### config.mk
export PLATFORM = sky130hd
export DESIGN_NAME = tracker_ctrl_scheduler
export DESIGN_NICKNAME = d
export VERILOG_FILES = /design/src/rtl/tracker_pkg.sv /design/src/rtl/pulse_sync_edge.sv /design/src/rtl/tracker_ctrl_scheduler.sv
export SDC_FILE = /design/constraint.sdc
export NUM_CORES = 1
export LEC_CHECK = 0
export BUFFER_PORTS_ARGS = -buffer_cell sky130_fd_sc_hd__buf_2
export CAP_MARGIN = 20
export CORE_AREA = 5 5 82 115
export DETAILED_ROUTE_END_ITERATION = 16
export DIE_AREA = 0 0 87 120
export PLACE_DENSITY = 0.83
export REMOVE_ABC_BUFFERS = 1
export SETUP_SLACK_MARGIN = 0.1
export SYNTH_ARGS = -nofsm -noshare
export SYNTH_HDL_FRONTEND = slang
export SYNTH_SLANG_ARGS = --single-unit
### constraint.sdc
create_clock -name clk100Mhz -period 2.61 [get_ports clk100Mhz]
set_input_delay 0.3915 -clock clk100Mhz [delete_from_list [all_inputs] [get_ports clk100Mhz]]
set_output_delay 0.3915 -clock clk100Mhz [all_outputs]
set_load 0.02 [all_outputs]
### src/rtl/tracker_pkg.sv
// Shared definitions for the tracker front-end controller.
// Mode encodings double as the scheduler state encoding.
package tracker_pkg;

    localparam int DISP_W = 16;

    localparam logic [1:0] MODE_STEP = 2'd0;
    localparam logic [1:0] MODE_DIST = 2'd1;
    localparam logic [1:0] MODE_ACT  = 2'd2;
    localparam logic [1:0] MODE_CLR  = 2'd3;

    localparam logic [DISP_W-1:0] SAT16 = 16'hFFFF;

    typedef enum logic [1:0] {
        S_STEP = MODE_STEP,
        S_DIST = MODE_DIST,
        S_ACT  = MODE_ACT,
        S_CLR  = MODE_CLR
    } state_t;

    function automatic state_t next_mode(input state_t s);
        unique case (s)
            S_STEP:  return S_DIST;
            S_DIST:  return S_ACT;
            default: return S_STEP;
        endcase
    endfunction

endpackage

### src/rtl/pulse_sync_edge.sv
// Two-flop synchroniser followed by a registered rising-edge strobe.
// Output is high for one cycle, two edges after the first high sample.
module pulse_sync_edge (
    input  logic clk100Mhz,
    input  logic rst,
    input  logic din,
    output logic strobe
);

    logic s1;
    logic s2;
    logic prev;

    always_ff @(posedge clk100Mhz or negedge rst) begin
        if (!rst) begin
            s1     <= 1'b0;
            s2     <= 1'b0;
            prev   <= 1'b0;
            strobe <= 1'b0;
        end else begin
            s1     <= din;
            s2     <= s1;
            prev   <= s2;
            strobe <= s2 & ~prev;
        end
    end

endmodule

### src/rtl/tracker_ctrl_scheduler.sv
// Step-counter front end: input sync, clear sequencing, activity
// measurement and rotation of the shared display.
module tracker_ctrl_scheduler
    import tracker_pkg::*;
#(
    parameter int unsigned TICK_DIV      = 100000000,
    parameter int unsigned DWELL_SEC     = 2,
    parameter int unsigned ACTIVE_THRESH = 32,
    parameter int unsigned CLR_CYCLES    = 2
) (
    input  logic              clk100Mhz,
    input  logic              rst,
    input  logic              rawPulse,
    input  logic              clearReq,
    input  logic [DISP_W-1:0] stepdisplay,
    input  logic [DISP_W-1:0] distancedisplay,
    input  logic              OFLOW,
    output logic              pulseSignal,
    output logic              counterRst,
    output logic              secTick,
    output logic [1:0]        dispMode,
    output logic [DISP_W-1:0] dispValue,
    output logic [DISP_W-1:0] activeSec
);

    localparam int TW = $clog2(TICK_DIV + 1);
    localparam int DW = $clog2(DWELL_SEC + 1);
    localparam int CW = $clog2(CLR_CYCLES + 1);

    localparam logic [TW-1:0] TICK_LAST  = TW'(TICK_DIV - 1);
    localparam logic [DW-1:0] DWELL_LAST = DW'(DWELL_SEC - 1);
    localparam logic [CW-1:0] CLR_LAST   = CW'(CLR_CYCLES - 1);
    localparam logic [7:0]    THRESH     = 8'(ACTIVE_THRESH);

    state_t        state;
    logic [TW-1:0] tick_cnt;
    logic [DW-1:0] dwell;
    logic [CW-1:0] clr_cnt;
    logic [7:0]    steps;
    logic          pulse_raw;
    logic          clr_raw;
    logic          in_clr;
    logic          clr_go;
    logic          zero;

    pulse_sync_edge u_pulse_sync (
        .clk100Mhz (clk100Mhz),
        .rst       (rst),
        .din       (rawPulse),
        .strobe    (pulse_raw)
    );

    pulse_sync_edge u_clear_sync (
        .clk100Mhz (clk100Mhz),
        .rst       (rst),
        .din       (clearReq),
        .strobe    (clr_raw)
    );

    // Clear edges seen while already clearing are dropped.
    assign in_clr      = (state == S_CLR);
    assign clr_go      = clr_raw & ~in_clr;
    assign zero        = clr_go | in_clr;
    assign pulseSignal = pulse_raw & ~in_clr;
    assign dispMode    = state;

    always_ff @(posedge clk100Mhz or negedge rst) begin
        if (!rst) begin
            tick_cnt <= '0;
            secTick  <= 1'b0;
        end else if (zero) begin
            tick_cnt <= '0;
            secTick  <= 1'b0;
        end else if (tick_cnt == TICK_LAST) begin
            tick_cnt <= '0;
            secTick  <= 1'b1;
        end else begin
            tick_cnt <= tick_cnt + 1'b1;
            secTick  <= 1'b0;
        end
    end

    // A pulse landing on the tick belongs to the new second.
    always_ff @(posedge clk100Mhz or negedge rst) begin
        if (!rst) begin
            steps     <= '0;
            activeSec <= '0;
        end else if (zero) begin
            steps     <= '0;
            activeSec <= '0;
        end else if (secTick) begin
            if (steps >= THRESH && activeSec != SAT16)
                activeSec <= activeSec + 1'b1;
            steps <= pulseSignal ? 8'd1 : 8'd0;
        end else if (pulseSignal && steps != 8'hFF) begin
            steps <= steps + 1'b1;
        end
    end

    always_ff @(posedge clk100Mhz or negedge rst) begin
        if (!rst) begin
            state      <= S_STEP;
            dwell      <= '0;
            clr_cnt    <= '0;
            counterRst <= 1'b0;
        end else if (clr_go) begin
            state      <= S_CLR;
            dwell      <= '0;
            clr_cnt    <= '0;
            counterRst <= 1'b1;
        end else if (in_clr) begin
            dwell <= '0;
            if (clr_cnt == CLR_LAST) begin
                state      <= S_STEP;
                clr_cnt    <= '0;
                counterRst <= 1'b0;
            end else begin
                clr_cnt <= clr_cnt + 1'b1;
            end
        end else if (OFLOW) begin
            state <= S_STEP;
            dwell <= '0;
        end else if (secTick) begin
            if (dwell == DWELL_LAST) begin
                dwell <= '0;
                state <= next_mode(state);
            end else begin
                dwell <= dwell + 1'b1;
            end
        end
    end

    always_ff @(posedge clk100Mhz or negedge rst) begin
        if (!rst) begin
            dispValue <= '0;
        end else begin
            unique case (state)
                S_STEP:  dispValue <= stepdisplay;
                S_DIST:  dispValue <= distancedisplay;
                S_ACT:   dispValue <= activeSec;
                default: dispValue <= '0;
            endcase
        end
    end

endmodule

; ---- Word-level counts from Yosys, hierarchy flattened
; Cells that the tools add are included.
[op_classes]
addsub = 5
n_lt_le_gt_ge = 1
eq_ne = 9
n_mux = 30
bitwise_logic = 8
n_reduce_logical = 13
[op_table]
columns = op, count
row1 = $mux W27, 2
row2 = $mux W16, 3
row3 = $pmux W16 S3, 1
row4 = $mux W2, 14
row5 = $add A27 B1 Y27 const B, 1
row6 = $eq A27 B27 Y1 const B, 1
row7 = $mux W8, 3
row8 = $add A16 B1 Y16 const B, 1
row9 = $ne A16 B16 Y1 const B, 1
row10 = $add A8 B1 Y8 const B, 1
row11 = $ge A8 B6 Y1 const B, 1
row12 = $ne A8 B8 Y1 const B, 1
row13 = $reduce_bool A2 Y1, 4
row14 = $reduce_bool A4 Y1, 2
row15 = $eq A2 B1 Y1 const B, 3
row16 = $mux W1, 6
row17 = $add A2 B1 Y2 const B, 2
row18 = $and A1 B1 Y1, 4
row19 = $eq A2 B2 Y1 const B, 2
row20 = $pmux W2 S2, 1
row21 = $reduce_and A2 Y1, 2
row22 = $ne A3 B1 Y1 const B, 1
row23 = $not A1 Y1, 3
row24 = $reduce_and A3 Y1, 1
row25 = 4 further kinds, 5
[word_totals]
reg_bits = 83
out_inout_bits = 37
elab_cells = 83

; ---- Logic depth before layout (Yosys ltp)
; Gate-level depths: netlist (run 1).
[logic_depth]
ltp_word = 7
mapped_depth = 7
depth_no_buf = 6

; ---- Cells and area by module
; A second synthesis (run 1) with hierarchy kept.
[hier_totals]
cells_unflattened = 409
area_unflattened_um2 = 4106.4
[by_module_without_submodules]
columns = mod, n_inst, cells_each, area_each_um2, seq_area_each_um2
row1 = tracker_ctrl_scheduler, 1, 399, 3878.7, 1876.8
row2 = pulse_sync_edge, 2, 5, 113.9, 100.1

; ---- Worst setup path before layout (run 1)
; No wires, ideal clock.
[synth_path]
path_type = register -> register
from = register state[0] (netlist: dispMode[0])
to = register steps[7]
setup_ps = 124
arrival_ps = 1625
path_slack_ps = 861
stages_incl_launch_ff = 6
n_path_buf = 0
synth_period_minus_slack_ps = 1749
path_cell_list = dfrtp_1 > a21boi_2 > o211ai_1 > nor4_1 > xnor2_1 > nor2_1
[synth_via]
elab_chain_cells = 5
[synth_rtl]
columns = item, line_no
row1 = from (decl), tracker_ctrl_scheduler.sv:35  ; state_t state;
row2 = from (signal assigned), tracker_ctrl_scheduler.sv:126  ; state <= next_mode(state);
row3 = $eq A2 B2 Y1, tracker_ctrl_scheduler.sv:61  ; assign in_clr = (state == S_CLR);
row4 = $not A1 Y1, tracker_ctrl_scheduler.sv:64  ; assign pulseSignal = pulse_raw & ~in_clr;
row5 = $and A1 B1 Y1, tracker_ctrl_scheduler.sv:64
row6 = named net pulseSignal, tracker_ctrl_scheduler.sv:18  ; output logic pulseSignal,
row7 = $logic_and A1 B1 Y1, tracker_ctrl_scheduler.sv:95  ; end else if (pulseSignal && steps != 8'hFF) begin
row8 = $reduce_bool A3 Y1 (no line), n/a
row9 = to (signal assigned), tracker_ctrl_scheduler.sv:94  ; steps <= pulseSignal ? 8'd1 : 8'd0;
row10 = to (signal assigned), tracker_ctrl_scheduler.sv:96  ; steps <= steps + 1'b1;
row11 = to (decl), tracker_ctrl_scheduler.sv:39  ; logic [7:0] steps;
; The timed path passes the listed nets, and every way through them passes these cells.
; A chain may end at the register's enable or synchronous reset.

; ---- Worst setup path in the final report (run 1)
[layout_path]
from = register state[0] (netlist: dispMode[0])
to = output port dispMode[0]
[layout_lines]
columns = item, line_no
row1 = to (decl), tracker_ctrl_scheduler.sv:21  ; output logic [1:0] dispMode,
; No word-level cell between the ends.

==> results of run 1 <==
-- power by group --
part / total [mW] / internal (mW) / switching (mW)
logic: 0.916 / 0.322 / 0.594
registers: 1.57 / 1.46 / 0.112
clock network: 1.27 / 0.766 / 0.505
total: 3.75 / 2.54 / 1.21
-- metal layers --
metal | part of all wire (%) | up-vias
li1 | - | 1606
met1 | 38 | 1662
met2 | 53 | 97
met3 | 5.5 | 25
met4 | 3.1 | 0
met5 | 0 | -
-- logic make-up (layout without fill, tap and decap cells) --
family,count (synthesis),in the layout,share of synthesized area (%)
compound gates,58,58,8.696
fa+ha+maj,4,4,1.242
xor+xnor,32,32,6.957
buf+inv,23,103,2.826
simple gates,194,194,24.22
flops,83,83,51.55
mux,18,18,4.503
-- synth_stat cells (12+ instances only) --
cell type / instances
xnor2_1: 20
dfrtp_1: 83
nand4_1: 23
xor2_1: 12
nor3_1: 12
a21oi_1: 14
o21ai_0: 25
nor2_1: 50
nand2_1: 48
mux2i_1: 17
nand3_1: 15
-- sequential cells by signal, summed over array words and instances, names as in the netlist, 2 cells and up --
name,cells
dwell,2
dispValue,16
clr_cnt,2
activeSec,16
dispMode,2
steps,8
tick_cnt,27
-- final cells by class --
class                   count  area [µm²]
clock buffers              10       239.0
clock inverters             6       63.81
fillers                   701        3553
inverters                   8       30.03
multi-input cells         306        1838
flip-flops and latches     83        2077
well taps                 105       131.4
repair buffers             79       425.4
-- metrics by stage --
| stage | setup TNS, ns | instances | total power, mW | setup slack, ns | util (%) |
|---|---|---|---|---|---|
| detailed placement | 0 | 581 | 2.519 | 0.7273 | 53.86 |
| finish | 0 | 597 | 3.754 | 0.6954 | 57.49 |
| global placement | 0 | 581 | 2.483 | 0.8418 | 53.86 |
| global route | 0 | 597 | 3.941 | 0.6010 | 57.49 |
| CTS | 0 | 597 | 3.792 | 0.6875 | 57.49 |
| floorplan | -0.05162 | 397 | 2.152 | -0.05162 | - |
-- path summary, 6_finish.rpt --
check / cells after the start / slack, ns / to / start
hold reg to reg: 0 / 0.35 / u_clear_sync.s2 / u_clear_sync.s1
setup reg to reg: 5 / 0.73 / tick_cnt[17] / tick_cnt[21]
max in group asynchronous: 2 / 1.98 / activeSec[1] / rst
setup / recovery: 2 / 0.70 / dispMode[0] / dispMode[0]
min in group clk100Mhz: 1 / 0.16 / u_pulse_sync.s1 / rawPulse
hold / removal: 1 / 0.02 / tick_cnt[0] / rst
-- critical path, cell delays in order (launching register included) --
cell     delay, ns
dfrtp_1       0.58
buf_4         0.36
buf_2         0.22
==> results.json, run 1 <==
{
  "status": "completed",
  "holdWs_ns": 0.01865,
  "via_count": 3390,
  "initial_core_util_pct": 48.20,
  "cts_repair_resize_count": 0,
  "cts_tree": "built",
  "worstPathRequired_ns": 2.22,
  "yosysSeqAreaShare_pct": 51.55,
  "min_period_ns": 1.915,
  "wirelength_um": 9158,
  "grt_pass1_wl_um": 15370,
  "final_cell_mix": "83 x dfrtp_1, 72 x buf_2, 50 x nor2_1",
  "cts.clk_slew.worst_paths_ns": 0.06,
  "clk_latency_ns": 0.34,
  "ant_nets": 0,
  "top_usage_layer": "met2",
  "finalInstanceArea_um2": 4805,
  "fmax_mhz": 522.3,
  "cp.arrival_ns": 1.52,
  "grt-ovfl-total": 0,
  "drive_gt1_share_pct": 21.34,
  "yosysTopAreaCellShare_pct": 51.55,
  "synth_warnings": 0,
  "clockBufferDepth": 2,
  "hold_viol_final": 0,
  "crit_path_end_kind": "output port",
  "cts.sinks": 83,
  "clock_skew_ns": 0.009319,
  "routed_via_density": 5.678,
  "use_met1_pct": 19.78,
  "coreArea_um2": 8358,
  "ir_drop_uv": 460.4,
  "netlist_area_um2": 4029,
  "area_delta_synth_final_pct": 19.25,
  "drv_slew": 0,
  "synthFlopType": "dfrtp_1",
  "dr.pass1.iters": 4,
  "drcViolationCount": 0,
  "synth_seq_cells": 83,
  "grt_use_met2_pct": 33.84,
  "synth_top_cell_by_area": "dfrtp_1",
  "portBuffers": 73,
  "hold_buffers": 0,
  "track_usage_pct": 18.72,
  "gp_congestion": 0.9765,
  "die_h_um": 120,
  "pwr_density_cell_nw_per_um2": 781.3,
  "grt_pass1_vias": 3354,
  "diodes": 0,
  "clock-root-buffer": "clkbuf_16",
  "rsz0062_at_grt": "false",
  "post_cts_buffers": 0,
  "min_period_over_period_pct": 73.36,
  "setup_violations": 0,
  "synthCells": 412,
  "dpl_cell_area_um2": 4502,
  "cts_made_buffers": 9,
  "synth_edf_count": 0,
  "post_drt_wl_per_cell_um": 15.34,
  "die_w_um": 87,
  "ios": 74,
  "critical_path_class": "flop to output port",
  "worst_pin_slew_ns": 0.6464,
  "power.static_leakage_nw": 2.167,
  "antenna_found_initial": 0,
  "use_met3_pct": 3.022,
  "dp_hpwl_um": 6532,
  "worst_setup_path_start_kind": "flop",
  "cts.htree.levels": 3,
  "async_reset_ff_share_pct": 100.0,
  "initialDrtViolationCount": 143,
  "syn_area_per_cell_um2": 9.779,
  "max_slew_margin_pct": 56.74,
  "max_cap_violations": 0,
  "die_area_um2": 10440,
  "synth_cell_type_count": 47,
  "hold_path_class": "primary input to async pin",
  "final_nets": 528,
  "critPathMaxFanout": 16,
  "rows": 40,
  "final_common_cell": "dfrtp_1",
  "grt_max_degree": 48,
  "synth_area_leaders": "dfrtp_1 52%, nor2_1 4.7%, nand2_1 4.5%"
}
(Power assumes the default switching activity.)
==> run 2, diff against run 1 <==
Settings changed: ABC_AREA from default to 1, CORE_AREA 5 5 82 115 to 5 5 86 120, DIE_AREA 0 0 87 120 to 0 0 91 125, PLACE_DENSITY 0.83 to 0.85.
Clock period 2.61 ns to 1.75 ns, I/O delays scaled along.
==> run 2 against run 1 <==
Flip-flop and latch count did not move; synthesized cell count grew 43%; die area increased by 9.0%; sequential share of layout area decreased by 5.1 points; combinational power is 77% higher; wire length increased by 23%; final cell count up 34%; synthesized area increased by 11%; cell area increased by 13%; register-to-register slack worse by 0.54 ns; count of clock-buffer cells in the layout is the same; largest power group unchanged.
==> results.json, run 2 <==
{
  "gp_congestion": 0.9237,
  "clk_latency_ns": 0.34,
  "netlist_area_um2": 4467,
  "rsz0062_at_grt": "false",
  "dp_hpwl_um": 8383,
  "hold_path_depth": 1,
  "die_w_um": 91,
  "rows": 42,
  "fmax_mhz": 635.6,
  "critPathMaxStageDelay_ns": 0.42,
  "hold_path_class": "primary input to flop",
  "top_usage_layer": "met2",
  "worstPathRequired_ns": 1.49,
  "min_period_over_period_pct": 89.91,
  "power.static_leakage_nw": 2.540,
  "largest_register_ffs": 27,
  "synth_area_leaders": "dfrtp_1 46%, nand2_1 12%, nor2_1 9.2%",
  "use_met1_pct": 23.26,
  "grt_use_met2_pct": 35.09,
  "via_count": 4250,
  "die_h_um": 125,
  "yosysTopAreaCellShare_pct": 46.50,
  "final_nets": 726,
  "critPathSlowestCell": "dfrtp_1",
  "power_frac_comb_pct": 28.2,
  "synthCells": 591,
  "dr.pass1.iters": 5,
  "hold_viol_final": 0,
  "track_usage_pct": 20.33,
  "stdcell_count": 800,
  "switching_share_pct": 34.99,
  "grt-ovfl-total": 0,
  "synthTopCellsByCount": "144 x nand2_1, 109 x nor2_1, 83 x dfrtp_1",
  "final_cell_mix": "140 x nand2_1, 107 x nor2_1, 82 x dfrtp_1",
  "antenna_found_initial": 0,
  "synth_warnings": 0,
  "pwr_density_cell_nw_per_um2": 1056,
  "grt_pass1_wl_um": 19200,
  "grt_pass1_vias": 4233,
  "post_drt_wl_per_cell_um": 14.11,
  "synth_seq_cells": 83,
  "clock-root-buffer": "clkbuf_16",
  "ir_drop_uv": 1354,
  "area_delta_synth_final_pct": 22.02,
  "seq_power_share_pct": 40.4,
  "final_common_cell": "nand2_1",
  "critPathMaxFanout": 4,
  "reg2reg_slack_ns": 0.19,
  "yosysSeqAreaShare_pct": 46.50,
  "coreArea_um2": 9196,
  "synth_top_cell_by_area": "dfrtp_1",
  "worst_pin_slew_ns": 0.5295,
  "cts.htree.levels": 3,
  "max_slew_margin_pct": 64.70,
  "cp.arrival_ns": 1.31,
  "cts_tree": "built",
  "fill_cells": 782,
  "intPower_mw": 3.742,
  "cp_cell_sequence": "nand2_2 > inv_1 > nor2_4 > buf_2",
  "status": "completed",
  "min_period_ns": 1.573,
  "crit_path_end_kind": "output port",
  "register_area_um2": 2078,
  "max_cap_violations": 0,
  "clockBufferDepth": 2,
  "setup_violations": 0,
  "synth_edf_count": 0,
  "cts.clk_slew.worst_paths_ns": 0.07,
  "cts_made_buffers": 9,
  "use_met3_pct": 4.207,
  "ios": 74,
  "dp_cells": 777,
  "initialDrtViolationCount": 220,
  "drcViolationCount": 0,
  "r2r_cells": 9,
  "async_reset_ff_share_pct": 100.0,
  "portBuffers": 73,
  "multiInputGateArea_um2": 2107,
  "synthFlopType": "dfrtp_1",
  "drv_slew": 0,
  "power.total_mw": 5.756,
  "clock_skew_ns": 0.01052,
  "diodes": 0,
  "top_regs": "tick_cnt (27), activeSec (16), dispValue (16)",
  "die_area_um2": 11380,
  "p_clk_share_pct": 31.5,
  "synth_cell_type_count": 33,
  "grt_max_degree": 36,
  "power.switching_mw": 2.014,
  "top_register": "tick_cnt",
  "routed_via_density": 5.313,
  "critical_path_class": "flop to output port",
  "ant_nets": 0,
  "yosysMostFrequentCell": "nand2_1",
  "cts.sinks": 83,
  "drive_gt1_share_pct": 22.90,
  "worst_setup_path_start_kind": "flop",
  "initial_core_util_pct": 48.57,
  "wirelength_um": 11290,
  "syn_area_per_cell_um2": 7.558
}
==> run 2: layout make-up <==
class | instances | share of cell area [%]
Inverter | 72 | 4.959
Clock inverter | 6 | 0.8494
Clock buffer | 10 | 4.385
Sequential cell | 83 | 38.13
Tap cell | 110 | 2.525
Timing Repair Buffer | 96 | 10.49
Multi-Input combinational cell | 423 | 38.66
==> run 2: cell families (layout without fill, tap and decap cells) <==
| kind of cell | Yosys count | after routing | synth area share, % |
|---|---|---|---|
| AO/OA/AOI/OAI | 46 | 46 | 6.723 |
| XOR/XNOR | 21 | 21 | 4.118 |
| adder cells (fa/ha/maj) | 4 | 4 | 1.120 |
| buffers and inverters | 85 | 184 | 7.675 |
| flip-flops | 83 | 83 | 46.50 |
| AND/OR/NAND/NOR | 352 | 352 | 33.87 |
==> run 2: final timing paths <==
check                                     start         endpoint
worst min register to register  u_pulse_sync.s1  u_pulse_sync.s2
max in group asynchronous                   rst    dispValue[14]
worst max register to register     activeSec[0]     activeSec[0]
worst min-delay path                   rawPulse  u_pulse_sync.s1
worst max-delay path                dispMode[1]      pulseSignal
min in group asynchronous                   rst    activeSec[15]
==> run 2: critical path, delay by kind of cell, from the launching register on <==
family                 cells  cell delay (ns)
DFF                        1             0.42
and+or+nand+nor            2             0.24
buffers and inverters      2             0.29
==> run 2: metal layers <==
metal  wire, µm  share of wire, %
met5          0                 0
met4        470               4.2
met3        748               6.6
met2       5834                52
met1       4236                38
==> run 2: what timing repair did <==
item	CTS	global route
cloned	0	0
setup endpoints to repair	6	35
buffers inserted	0	6
resized for setup	3	15
hold buffers	1	0
pin swaps	0	1
hold endpoints to repair	32	0
==> run 2: stage by stage <==
stage	utilization, %	setup WS (ns)	area, µm²	hold slack, ns	TNS, ns
4_1_cts	58.15	0.08783	5348	0.01363	0
6_report	59.27	0.1766	5450	0.02754	0
2_1_floorplan	-	-0.2140	4394	-0.03309	-1.799
3_5_place_dp	54.86	0.06972	5045	0.2755	0
3_3_place_gp	54.86	0.1497	5045	0.2629	0
5_1_grt	59.27	0.07245	5450	0.02247	0
==> run 2: power by group through the flow <==
stage / sequential [mW] / combinational [mW] / clock, mW
after global placement: 2.34 / 1.56 / 0
after floorplan: 2.65 / 0.681 / 0
after CTS: 2.32 / 1.61 / 1.85
after detailed placement: 2.35 / 1.60 / 0
final: 2.32 / 1.62 / 1.81
after global routing: 2.36 / 1.81 / 1.91
==> run 3, diff against run 2 <==
Settings changed: CORE_AREA 5 5 86 120 to 5 5 95 132, DIE_AREA 0 0 91 125 to 0 0 100 137, PLACE_DENSITY 0.85 to 0.73.
==> run 3 against run 2 <==
Clock skew about the same; count of clock-buffer cells in the layout unchanged; global-route usage down 2.6 points; combinational power about the same; critical path depth unchanged; flip-flop and latch count unchanged; sequential power about the same; highest routed layer unchanged; largest power group unchanged; utilization down 10 points.
==> results.json, run 3 (synthesis gave the netlist of run 2 again) <==
{
  "track_usage_pct": 17.74,
  "wl_met2_um": 6178,
  "hold_path_class": "primary input to flop",
  "setup_violations": 0,
  "dpl_cell_area_um2": 5060,
  "top_regs": "tick_cnt (27), activeSec (16), dispValue (16)",
  "worst_pin_slew_ns": 0.5811,
  "min_period_ns": 1.582,
  "via_count": 4166,
  "initial_core_util_pct": 39.80,
  "worstPathRequired_ns": 1.49,
  "route.layer.met1.wl_um": 4689,
  "drcViolationCount": 0,
  "dr.pass1.iters": 4,
  "rows": 46,
  "cts_made_buffers": 9,
  "diodes": 0,
  "fill_cells": 1072,
  "cts_tree": "built",
  "portBuffers": 73,
  "power.total_mw": 6.094,
  "ir_drop_uv": 571.7,
  "post_drt_wl_per_cell_um": 14.42,
  "clock_skew_ns": 0.01052,
  "utilization_pct": 49.07,
  "rsz0062_at_grt": "true",
  "fmax_mhz": 632.1,
  "ant_nets": 0,
  "grt_max_degree": 42,
  "post-place-ws_ns": 0.02846,
  "cts.clk_slew.worst_paths_ns": 0.07,
  "cts.sinks": 83,
  "largest_register_ffs": 27,
  "wirelength_um": 11930,
  "die_h_um": 137,
  "clock-root-buffer": "clkbuf_16",
  "clk_latency_ns": 0.35,
  "status": "completed",
  "top_layer": "met4",
  "grt_pass1_wl_um": 19400,
  "setup_ws_ns": 0.1681,
  "worst_setup_path_start_kind": "flop",
  "met3_length_um": 695,
  "cp_cell_sequence": "nand2_2 > inv_1 > nor2_4 > buf_4",
  "coreArea_um2": 11220,
  "hold_viol_final": 0,
  "cts.htree.levels": 3,
  "die_area_um2": 13700,
  "power.static_leakage_nw": 2.516,
  "area_delta_synth_final_pct": 23.31,
  "final_common_cell": "nand2_1",
  "pwr_density_cell_nw_per_um2": 1106,
  "top_register": "tick_cnt",
  "finalInstanceArea_um2": 5508,
  "die_w_um": 100,
  "setup_tns_ns": 0,
  "initialDrtViolationCount": 168,
  "grt_pass1_vias": 4190,
  "gp_congestion": 0.9255,
  "drv_slew": 0,
  "final_nets": 719,
  "min_period_over_period_pct": 90.39,
  "cp.arrival_ns": 1.32,
  "ios": 74,
  "critPathSlowestCell": "dfrtp_1",
  "critPathMaxStageDelay_ns": 0.43,
  "antenna_found_initial": 0,
  "routed_via_density": 5.037,
  "drive_gt1_share_pct": 21.96,
  "crit_path_end_kind": "output port",
  "clockBufferDepth": 2,
  "grt-ovfl-total": 0,
  "critical_path_class": "flop to output port",
  "max_slew_margin_pct": 61.26,
  "final_cell_mix": "140 x nand2_1, 107 x nor2_1, 83 x dfrtp_1",
  "critPathMaxFanout": 4,
  "dp_hpwl_um": 8757,
  "max_cap_violations": 0
}
[run 3: report_power, final]
| part | total, mW | switching, mW | internal, mW |
|---|---|---|---|
| clock network | 2.14 | 0.837 | 1.31 |
| logic | 1.63 | 1.11 | 0.515 |
| registers | 2.32 | 0.125 | 2.20 |
| total | 6.09 | 2.08 | 4.02 |
[run 3: timing repair]
action | 4_1_cts | 5_1_grt
hold buffers | 1 | 0
gates resized for setup | 7 | 12
setup endpoints to repair | 14 | 40
pin swaps | 0 | 2
buffers inserted | 0 | 1
cloned | 0 | 0
endpoints found under the hold margin | 24 | 0
[run 3: through the flow]
stage / instances / hold WS (ns)
after floorplan: 578 / -0.03309
after global placement: 809 / 0.2080
after detailed placement: 809 / 0.2088
after CTS: 826 / 0.01926
after global routing: 827 / 0.02187
final: 827 / 0.02472
[run 3: final cells by class]
cell class / instances / area [µm²] / share of cell area (%)
inverter: 72 / 270.3 / 4.907
multi-input combinational: 423 / 2128 / 38.64
sequential: 83 / 2077 / 37.71
tap: 144 / 180.2 / 3.271
clock buffer: 10 / 239.0 / 4.339
timing repair buffer: 89 / 518.0 / 9.405
clock inverter: 6 / 95.09 / 1.726
[run 3: path summary, 6_finish.rpt]
path | to | slack, ns | depth (start not counted) | start
worst max-delay path | pulseSignal | 0.17 | 4 | dispMode[1]
worst min-delay path | u_clear_sync.s1 | 0.02 | 1 | clearReq
worst max register to register | activeSec[9] | 0.22 | 9 | activeSec[0]
worst min register to register | u_pulse_sync.s2 | 0.35 | 0 | u_pulse_sync.s1
max in group asynchronous | secTick | 0.80 | 3 | rst
min in group asynchronous | tick_cnt[23] | 0.37 | 2 | rst
[run 3: worst max-delay path: cells and delay by family, from the launching register on]
kind | cells | cell delay (ns)
simple gates | 2 | 0.26
flops | 1 | 0.43
buf+inv | 2 | 0.28
[run 3: per-layer routing]
metal,GRT usage [%],vias up
li1,-,2046
met1,20.03,1964
met4,8.764,0
met5,0,-
met2,31.40,123
met3,3.825,33
